$ cat config.mk
export PLATFORM = sky130hd
export DESIGN_NAME = p2p_result_collector_flat
export DESIGN_NICKNAME = d
export VERILOG_FILES = /design/src/rtl/p2p_pkg.sv /design/src/rtl/p2p_result_collector_if.sv /design/src/rtl/p2p_result_buf.sv /design/src/rtl/p2p_result_collector.sv /design/src/flat_wrapper.sv
export SDC_FILE = /design/constraint.sdc
export NUM_CORES = 1
export LEC_CHECK = 0
export CORE_MARGIN = 4
export CORE_UTILIZATION = 60
export CTS_CLUSTER_SIZE = 16
export DETAILED_ROUTE_END_ITERATION = 8
export PLACE_DENSITY = 0.86
export REMOVE_ABC_BUFFERS = 1
export SYNTH_ARGS = -nofsm -noshare
export SYNTH_HDL_FRONTEND = slang
export SYNTH_SLANG_ARGS = --single-unit
$ cat constraint.sdc
create_clock -name clk -period 3.3 [get_ports clk]
set_input_delay 0.99 -clock clk [delete_from_list [all_inputs] [get_ports clk]]
set_output_delay 0.99 -clock clk [all_outputs]
set_load 0.02 [all_outputs]
$ cat src/rtl/p2p_pkg.sv
// Shared types and constants for the p2p result collector: FSM states,
// parameter defaults and the sum-width helper.
package p2p_pkg;

    typedef enum logic [1:0] {
        IDLE    = 2'd0,
        CAPTURE = 2'd1,
        DONE    = 2'd2
    } p2p_state_e;

    localparam int P2P_SIZE_DEF = 16;
    localparam int P2P_DW_DEF   = 8;
    localparam int SUM_W        = P2P_DW_DEF + $clog2(P2P_SIZE_DEF);

    function automatic int sum_w(input int size, input int dw);
        return dw + $clog2(size);
    endfunction

endpackage

$ cat src/rtl/p2p_result_collector_if.sv
// Handshake/status bundle between a producer and the result collector.
// The max_val/max_idx signals exist only when P2P_COLLECT_MAX_EN is defined.
interface p2p_result_collector_if
    import p2p_pkg::*;
#(
    parameter int SIZE = P2P_SIZE_DEF,
    parameter int DW   = P2P_DW_DEF
);
    localparam int AW = $clog2(SIZE);
    localparam int SW = sum_w(SIZE, DW);

    logic          in_valid;
    logic [DW-1:0] in_data;
    logic          in_done;
    logic          clear;
    logic          rd_en;
    logic [AW-1:0] rd_addr;
    logic [DW-1:0] rd_data;
    logic          rd_valid;
    logic [SW-1:0] sum;
    logic          frame_ready;
    logic          busy;
    logic          short_err;
    logic          overrun_err;
`ifdef P2P_COLLECT_MAX_EN
    logic [DW-1:0] max_val;
    logic [AW-1:0] max_idx;
`endif

    modport slave (
        input  in_valid, in_data, in_done, clear, rd_en, rd_addr,
        output rd_data, rd_valid, sum, frame_ready, busy, short_err, overrun_err
`ifdef P2P_COLLECT_MAX_EN
        , output max_val, max_idx
`endif
    );

    modport master (
        output in_valid, in_data, in_done, clear, rd_en, rd_addr,
        input  rd_data, rd_valid, sum, frame_ready, busy, short_err, overrun_err
`ifdef P2P_COLLECT_MAX_EN
        , input max_val, max_idx
`endif
    );

endinterface

$ cat src/rtl/p2p_result_buf.sv
// SIZE x DW result storage: one write port, registered read port and a
// synchronous clear that zeroes every entry.
module p2p_result_buf #(
    parameter int SIZE = 16,
    parameter int DW   = 8
) (
    input  logic                    clk,
    input  logic                    rst,
    input  logic                    clr_i,
    input  logic                    we_i,
    input  logic [$clog2(SIZE)-1:0] waddr_i,
    input  logic [DW-1:0]           wdata_i,
    input  logic                    re_i,
    input  logic [$clog2(SIZE)-1:0] raddr_i,
    output logic [DW-1:0]           rdata_o
);
    logic [DW-1:0] mem_q [SIZE];
    logic [DW-1:0] rdata_q;

    // Storage array; clear wins over a same-cycle write
    always_ff @(posedge clk) begin
        if (rst || clr_i) begin
            for (int i = 0; i < SIZE; i++) begin
                mem_q[i] <= '0;
            end
        end else if (we_i) begin
            mem_q[waddr_i] <= wdata_i;
        end
    end

    // Read register holds its value when no read is requested
    always_ff @(posedge clk) begin
        if (rst) begin
            rdata_q <= '0;
        end else if (re_i) begin
            rdata_q <= mem_q[raddr_i];
        end
    end

    assign rdata_o = rdata_q;

endmodule

$ cat src/rtl/p2p_result_collector.sv
// Collects one frame of SIZE products, keeps their exact sum and serves reads.
// Optional max tracking is enabled with P2P_COLLECT_MAX_EN.
module p2p_result_collector
    import p2p_pkg::*;
#(
    parameter int SIZE = P2P_SIZE_DEF,
    parameter int DW   = P2P_DW_DEF
) (
    input  logic                   clk,
    input  logic                   rst,
    p2p_result_collector_if.slave  bus
);
    localparam int AW = $clog2(SIZE);
    localparam int CW = AW + 1;
    localparam int SW = sum_w(SIZE, DW);

    p2p_state_e    state_q, state_d;
    logic [CW-1:0] count_q, count_d;
    logic [SW-1:0] sum_q, sum_d;
    logic          frame_ready_q, frame_ready_d;
    logic          busy_q, busy_d;
    logic          short_err_q, short_err_d;
    logic          overrun_err_q, overrun_err_d;
    logic          rd_valid_q, rd_valid_d;
    logic          we_s;
`ifdef P2P_COLLECT_MAX_EN
    logic [DW-1:0] max_val_q, max_val_d;
    logic [AW-1:0] max_idx_q, max_idx_d;
`endif

    // State and status registers
    always_ff @(posedge clk) begin
        if (rst) begin
            state_q       <= IDLE;
            count_q       <= '0;
            sum_q         <= '0;
            frame_ready_q <= 1'b0;
            busy_q        <= 1'b0;
            short_err_q   <= 1'b0;
            overrun_err_q <= 1'b0;
            rd_valid_q    <= 1'b0;
`ifdef P2P_COLLECT_MAX_EN
            max_val_q     <= '0;
            max_idx_q     <= '0;
`endif
        end else begin
            state_q       <= state_d;
            count_q       <= count_d;
            sum_q         <= sum_d;
            frame_ready_q <= frame_ready_d;
            busy_q        <= busy_d;
            short_err_q   <= short_err_d;
            overrun_err_q <= overrun_err_d;
            rd_valid_q    <= rd_valid_d;
`ifdef P2P_COLLECT_MAX_EN
            max_val_q     <= max_val_d;
            max_idx_q     <= max_idx_d;
`endif
        end
    end

    // Next-state logic; clear overrides everything
    always_comb begin
        state_d = state_q;
        if (bus.clear) begin
            state_d = IDLE;
        end else begin
            case (state_q)
                IDLE:    state_d = bus.in_valid ? CAPTURE : IDLE;
                CAPTURE: begin
                    if (bus.in_valid) begin
                        state_d = (count_q == CW'(SIZE - 1)) ? DONE : CAPTURE;
                    end else if (bus.in_done) begin
                        state_d = DONE;
                    end else begin
                        state_d = CAPTURE;
                    end
                end
                DONE:    state_d = DONE;
                default: state_d = IDLE;
            endcase
        end
    end

    // Datapath and flag updates
    always_comb begin
        count_d       = count_q;
        sum_d         = sum_q;
        short_err_d   = short_err_q;
        overrun_err_d = overrun_err_q;
        we_s          = 1'b0;
`ifdef P2P_COLLECT_MAX_EN
        max_val_d     = max_val_q;
        max_idx_d     = max_idx_q;
`endif
        if (bus.clear) begin
            count_d       = '0;
            sum_d         = '0;
            short_err_d   = 1'b0;
            overrun_err_d = 1'b0;
        end else begin
            case (state_q)
                IDLE: begin
                    if (bus.in_valid) begin
                        we_s      = 1'b1;
                        count_d   = CW'(1);
                        sum_d     = SW'(bus.in_data);
`ifdef P2P_COLLECT_MAX_EN
                        max_val_d = bus.in_data;
                        max_idx_d = '0;
`endif
                    end else begin
                        count_d = count_q;
                    end
                end
                CAPTURE: begin
                    if (bus.in_valid) begin
                        we_s    = 1'b1;
                        count_d = count_q + CW'(1);
                        sum_d   = sum_q + SW'(bus.in_data);
`ifdef P2P_COLLECT_MAX_EN
                        // Strict compare keeps the lowest index on ties
                        if (bus.in_data > max_val_q) begin
                            max_val_d = bus.in_data;
                            max_idx_d = count_q[AW-1:0];
                        end else begin
                            max_val_d = max_val_q;
                        end
`endif
                    end else if (bus.in_done) begin
                        short_err_d = 1'b1;
                    end else begin
                        count_d = count_q;
                    end
                end
                DONE: begin
                    if (bus.in_valid) begin
                        overrun_err_d = 1'b1;
                    end else begin
                        overrun_err_d = overrun_err_q;
                    end
                end
                default: count_d = '0;
            endcase
        end
        frame_ready_d = (state_d == DONE);
        busy_d        = (state_d == CAPTURE);
        rd_valid_d    = bus.rd_en && (state_q == DONE);
    end

    p2p_result_buf #(
        .SIZE (SIZE),
        .DW   (DW)
    ) u_buf (
        .clk     (clk),
        .rst     (rst),
        .clr_i   (bus.clear),
        .we_i    (we_s),
        .waddr_i (count_q[AW-1:0]),
        .wdata_i (bus.in_data),
        .re_i    (rd_valid_d),
        .raddr_i (bus.rd_addr),
        .rdata_o (bus.rd_data)
    );

    assign bus.rd_valid    = rd_valid_q;
    assign bus.sum         = sum_q;
    assign bus.frame_ready = frame_ready_q;
    assign bus.busy        = busy_q;
    assign bus.short_err   = short_err_q;
    assign bus.overrun_err = overrun_err_q;
`ifdef P2P_COLLECT_MAX_EN
    assign bus.max_val     = max_val_q;
    assign bus.max_idx     = max_idx_q;
`endif

endmodule

$ cat src/flat_wrapper.sv
// flat-port wrapper written by rule: the top's interface ports become plain ports
module p2p_result_collector_flat import p2p_pkg::*;
#(
    parameter int SIZE = P2P_SIZE_DEF,
    parameter int DW   = P2P_DW_DEF
)
  (clk, rst, bus_in_valid, bus_in_data, bus_in_done, bus_clear, bus_rd_en, bus_rd_addr, bus_rd_data, bus_rd_valid, bus_sum, bus_frame_ready, bus_busy, bus_short_err, bus_overrun_err);
  p2p_result_collector_if #(.SIZE(SIZE), .DW(DW)) bus_i ();
  input  logic clk;
  input  logic rst;
  input wire logic [$bits(bus_i.in_valid)-1:0] bus_in_valid;
  input wire logic [$bits(bus_i.in_data)-1:0] bus_in_data;
  input wire logic [$bits(bus_i.in_done)-1:0] bus_in_done;
  input wire logic [$bits(bus_i.clear)-1:0] bus_clear;
  input wire logic [$bits(bus_i.rd_en)-1:0] bus_rd_en;
  input wire logic [$bits(bus_i.rd_addr)-1:0] bus_rd_addr;
  output wire logic [$bits(bus_i.rd_data)-1:0] bus_rd_data;
  output wire logic [$bits(bus_i.rd_valid)-1:0] bus_rd_valid;
  output wire logic [$bits(bus_i.sum)-1:0] bus_sum;
  output wire logic [$bits(bus_i.frame_ready)-1:0] bus_frame_ready;
  output wire logic [$bits(bus_i.busy)-1:0] bus_busy;
  output wire logic [$bits(bus_i.short_err)-1:0] bus_short_err;
  output wire logic [$bits(bus_i.overrun_err)-1:0] bus_overrun_err;
  assign bus_i.in_valid = bus_in_valid;
  assign bus_i.in_data = bus_in_data;
  assign bus_i.in_done = bus_in_done;
  assign bus_i.clear = bus_clear;
  assign bus_i.rd_en = bus_rd_en;
  assign bus_i.rd_addr = bus_rd_addr;
  assign bus_rd_data = bus_i.rd_data;
  assign bus_rd_valid = bus_i.rd_valid;
  assign bus_sum = bus_i.sum;
  assign bus_frame_ready = bus_i.frame_ready;
  assign bus_busy = bus_i.busy;
  assign bus_short_err = bus_i.short_err;
  assign bus_overrun_err = bus_i.overrun_err;
  p2p_result_collector #(.SIZE(SIZE), .DW(DW)) u_core (.clk(clk), .rst(rst), .bus(bus_i));
endmodule
==> flow_summary.yaml <==
die:
  ioPinCount: 43
  start_util: 0.6122
  core.rowCount: 41
  die_h_um: 121.5
  fp.coreArea_um2: 12620
  fp.dieArea_um2: 14760
  die_w_um: 121.5
clocking:
  cts_buffers: 17
  clock_sinks: 160
  ctsResizeCount: 0
  clock_latency_ns: 0.42
  post_cts_buffers: 0
  cts_tree: "built"
  clockBufferDepth: 2
  cts-root-buf: "clkbuf_16"
  clkTransAtPathRegs_ns: 0.06
  htreeDepth: 4
  ctsHoldBuffers: 0
power_and_ir_drop:
  p_leak_nw: 3.465
  ir_drop_v: 0.0003240
  p_per_area_nw_per_um2: 505.6
route:
  vias_per_cell: 6.039
  finalWirelength_um: 17470
  postRouteAntennaNets: 0
  wire_per_inst_um: 20.57
  drc: 0
  via_count: 5127
  dr.pass1.iters: 5
  drt_iter0_drc: 535
grt:
  grt_pass1_vias: 5263
  grt_pass1_wl_um: 27850
  grt-busiest-layer: "met2"
  antenna_found_initial: 0
  grt_util_met1: 0.3273
  overflow: 0
  use_met3: 0.05921
  grt_use_met2: 0.4159
  grt.total_usage: 0.2530
  grt_max_degree: 39
synth:
  ys_types: 60
  avgSynthCellArea_um2: 12.94
  synthCells: 597
  ys_seq_area_frac: 0.5804
  async_reset_ff_frac: 0
  ys_ff_latch: 160
  syn_area_um2: 7726
  synth_edf_count: 128
  yosys_warnings: 0
  ys.flop_type: "edfxtp_1"
critical_path:
  crit_path_end_kind: "flop"
  cp.arrival_ns: 3.30
  required_ns: 3.66
  startpoint_type: "input port"
  crit_fanout: 2
  worstSetupPathType: "in -> reg"
layout:
  area_delta_synth_final_pct: 17.85
  final_util: 0.7215
  seq_area_um2: 4484
  final_layout_size_suffix_gt1_frac: 0.1773
  multi_input_area_um2: 3018
  antennaDiodeCount: 0
  nFillCells: 807
  final_cell_area_um2: 9105
  nNetsFinal: 696
placement:
  gp_congestion: 0.9580
  preCtsSetupSlack_ns: -0.05318
  place_area_um2: 8506
  place_hpwl_um: 12150
  port_buffers: 42
timing:
  finalSetupTns_ns: 0
  slew_headroom: 0.5504
  period_needed_ns: 2.934
  fmax_mhz: 340.9
  drv_slew: 0
  fin_ws_ns: 0.3662
  rsz0062_at_grt: "no"
  clock_skew_ns: 0.009445
  tightestPinTransition_ns: 0.6723
  min_period_over_period: 0.8890
  hold_viol: 0
  setup_violations: 0
  fin_hold_ws_ns: 0.4767
min_path:
  hp-class: "reg -> reg"
run:
  maxCapViolCount: 0
run_status:
  status: "finished clean"
## worst max-delay path, stage by stage
cell and delay (ns):
clkdlybuf4s50_1 0.60, ha_1 0.23, inv_1 0.06, fa_1 0.37, and2b_1 0.22, o2111a_1 0.20
o211ai_1 0.12, or4_1 0.42, nand3_1 0.09
## layout by cell type, fill, tap and decap left out, types with 4 or more instances in the layout
cell	count
a21o_1	4
a21oi_1	19
a22oi_1	6
a31oi_1	5
a32oi_1	6
and2_1	113
buf_4	42
clkbuf_16	17
clkdlybuf4s50_1	41
clkinvlp_4	4
dfxtp_1	32
edfxtp_1	128
ha_1	13
inv_1	9
mux2i_1	20
mux4_2	26
nand2_1	19
nand2b_1	15
nand3_1	8
nor2_1	19
nor2_2	7
nor2_4	6
nor2b_1	4
nor3_1	16
nor3_2	4
nor4_1	6
o21ai_0	5
o21ai_1	23
xnor2_1	4
## power breakdown
part	switching [W]	internal, W	total, W
logic	0.000199	0.000148	0.000347
registers	0.0000303	0.00225	0.00228
clock network	0.000754	0.00123	0.00198
total	0.000983	0.00362	0.00460
## state kept, by name (all words and copies together), names as in the netlist
signal                  flops
u_core.state_q              2
u_core.bus.sum             12
u_core.u_buf.mem_q        128
u_core.bus.short_err        1
u_core.count_q              5
u_core.bus.busy             1
u_core.bus.rd_valid         1
u_core.bus.overrun_err      1
u_core.u_buf.rdata_o        8
u_core.bus.frame_ready      1
## kinds of logic after synthesis
kind of cell	share of synthesized area
buffers and inverters	0.02899
DFF	0.5804
and+or+nand+nor	0.1840
muxes	0.1032
AOI/OAI and AO/OA	0.07530
xor gates and xnor gates	0.004534
adders and majority gates	0.02364
## through the flow
step | cells | total power (W)
after floorplan | 560 | 0.002479
after detailed placement | 817 | 0.002661
after global placement | 817 | 0.002646
after global routing | 849 | 0.004748
final | 849 | 0.004604
after CTS | 849 | 0.004611
## area by class of cell
| cell class | count | share of cell area |
|---|---|---|
| clock buffers | 22 | 0.05098 |
| clock inverters | 10 | 0.01484 |
| inverters | 10 | 0.004123 |
| multi-input cells | 390 | 0.3315 |
| flip-flops and latches | 160 | 0.4925 |
| well taps | 172 | 0.02364 |
| repair buffers | 85 | 0.08245 |
## cell usage after synthesis, types with 11 or more instances
cell | number | area [µm²]
ha_1 | 13 | 162.7
mux2i_1 | 20 | 200.2
a21oi_1 | 19 | 95.09
buf_2 | 11 | 55.05
dfxtp_1 | 32 | 640.6
o21ai_1 | 23 | 115.1
clkbuf_1 | 17 | 63.81
nor3_1 | 16 | 80.08
and2_1 | 113 | 706.9
nand2b_1 | 15 | 93.84
nor2_1 | 19 | 71.32
nand2_1 | 19 | 71.32
mux4_2 | 26 | 585.6
edfxtp_1 | 128 | 3844
## metal layers
layer / up-vias / part of all wire
li1: 2368 / -
met1: 2493 / 0.39
met2: 226 / 0.50
met3: 40 / 0.073
met4: 0 / 0.031
met5: - / 0
## worst paths after layout
path,from,to,slack [ns],cells past startpoint
worst min register to register,u_core.bus.overrun_err$_SDFFE_PP0P_,u_core.bus.overrun_err$_SDFFE_PP0P_,0.48,2
worst min-delay path,u_core.bus.overrun_err$_SDFFE_PP0P_,u_core.bus.overrun_err$_SDFFE_PP0P_,0.48,2
worst max register to register,u_core.bus.sum[0]$_SDFFE_PP0P_,u_core.bus.sum[8]$_SDFFE_PP0P_,1.20,8
worst max-delay path,bus_in_data[0],u_core.bus.sum[8]$_SDFFE_PP0P_,0.37,9
Note: power is estimated with default switching activity, not from simulation.
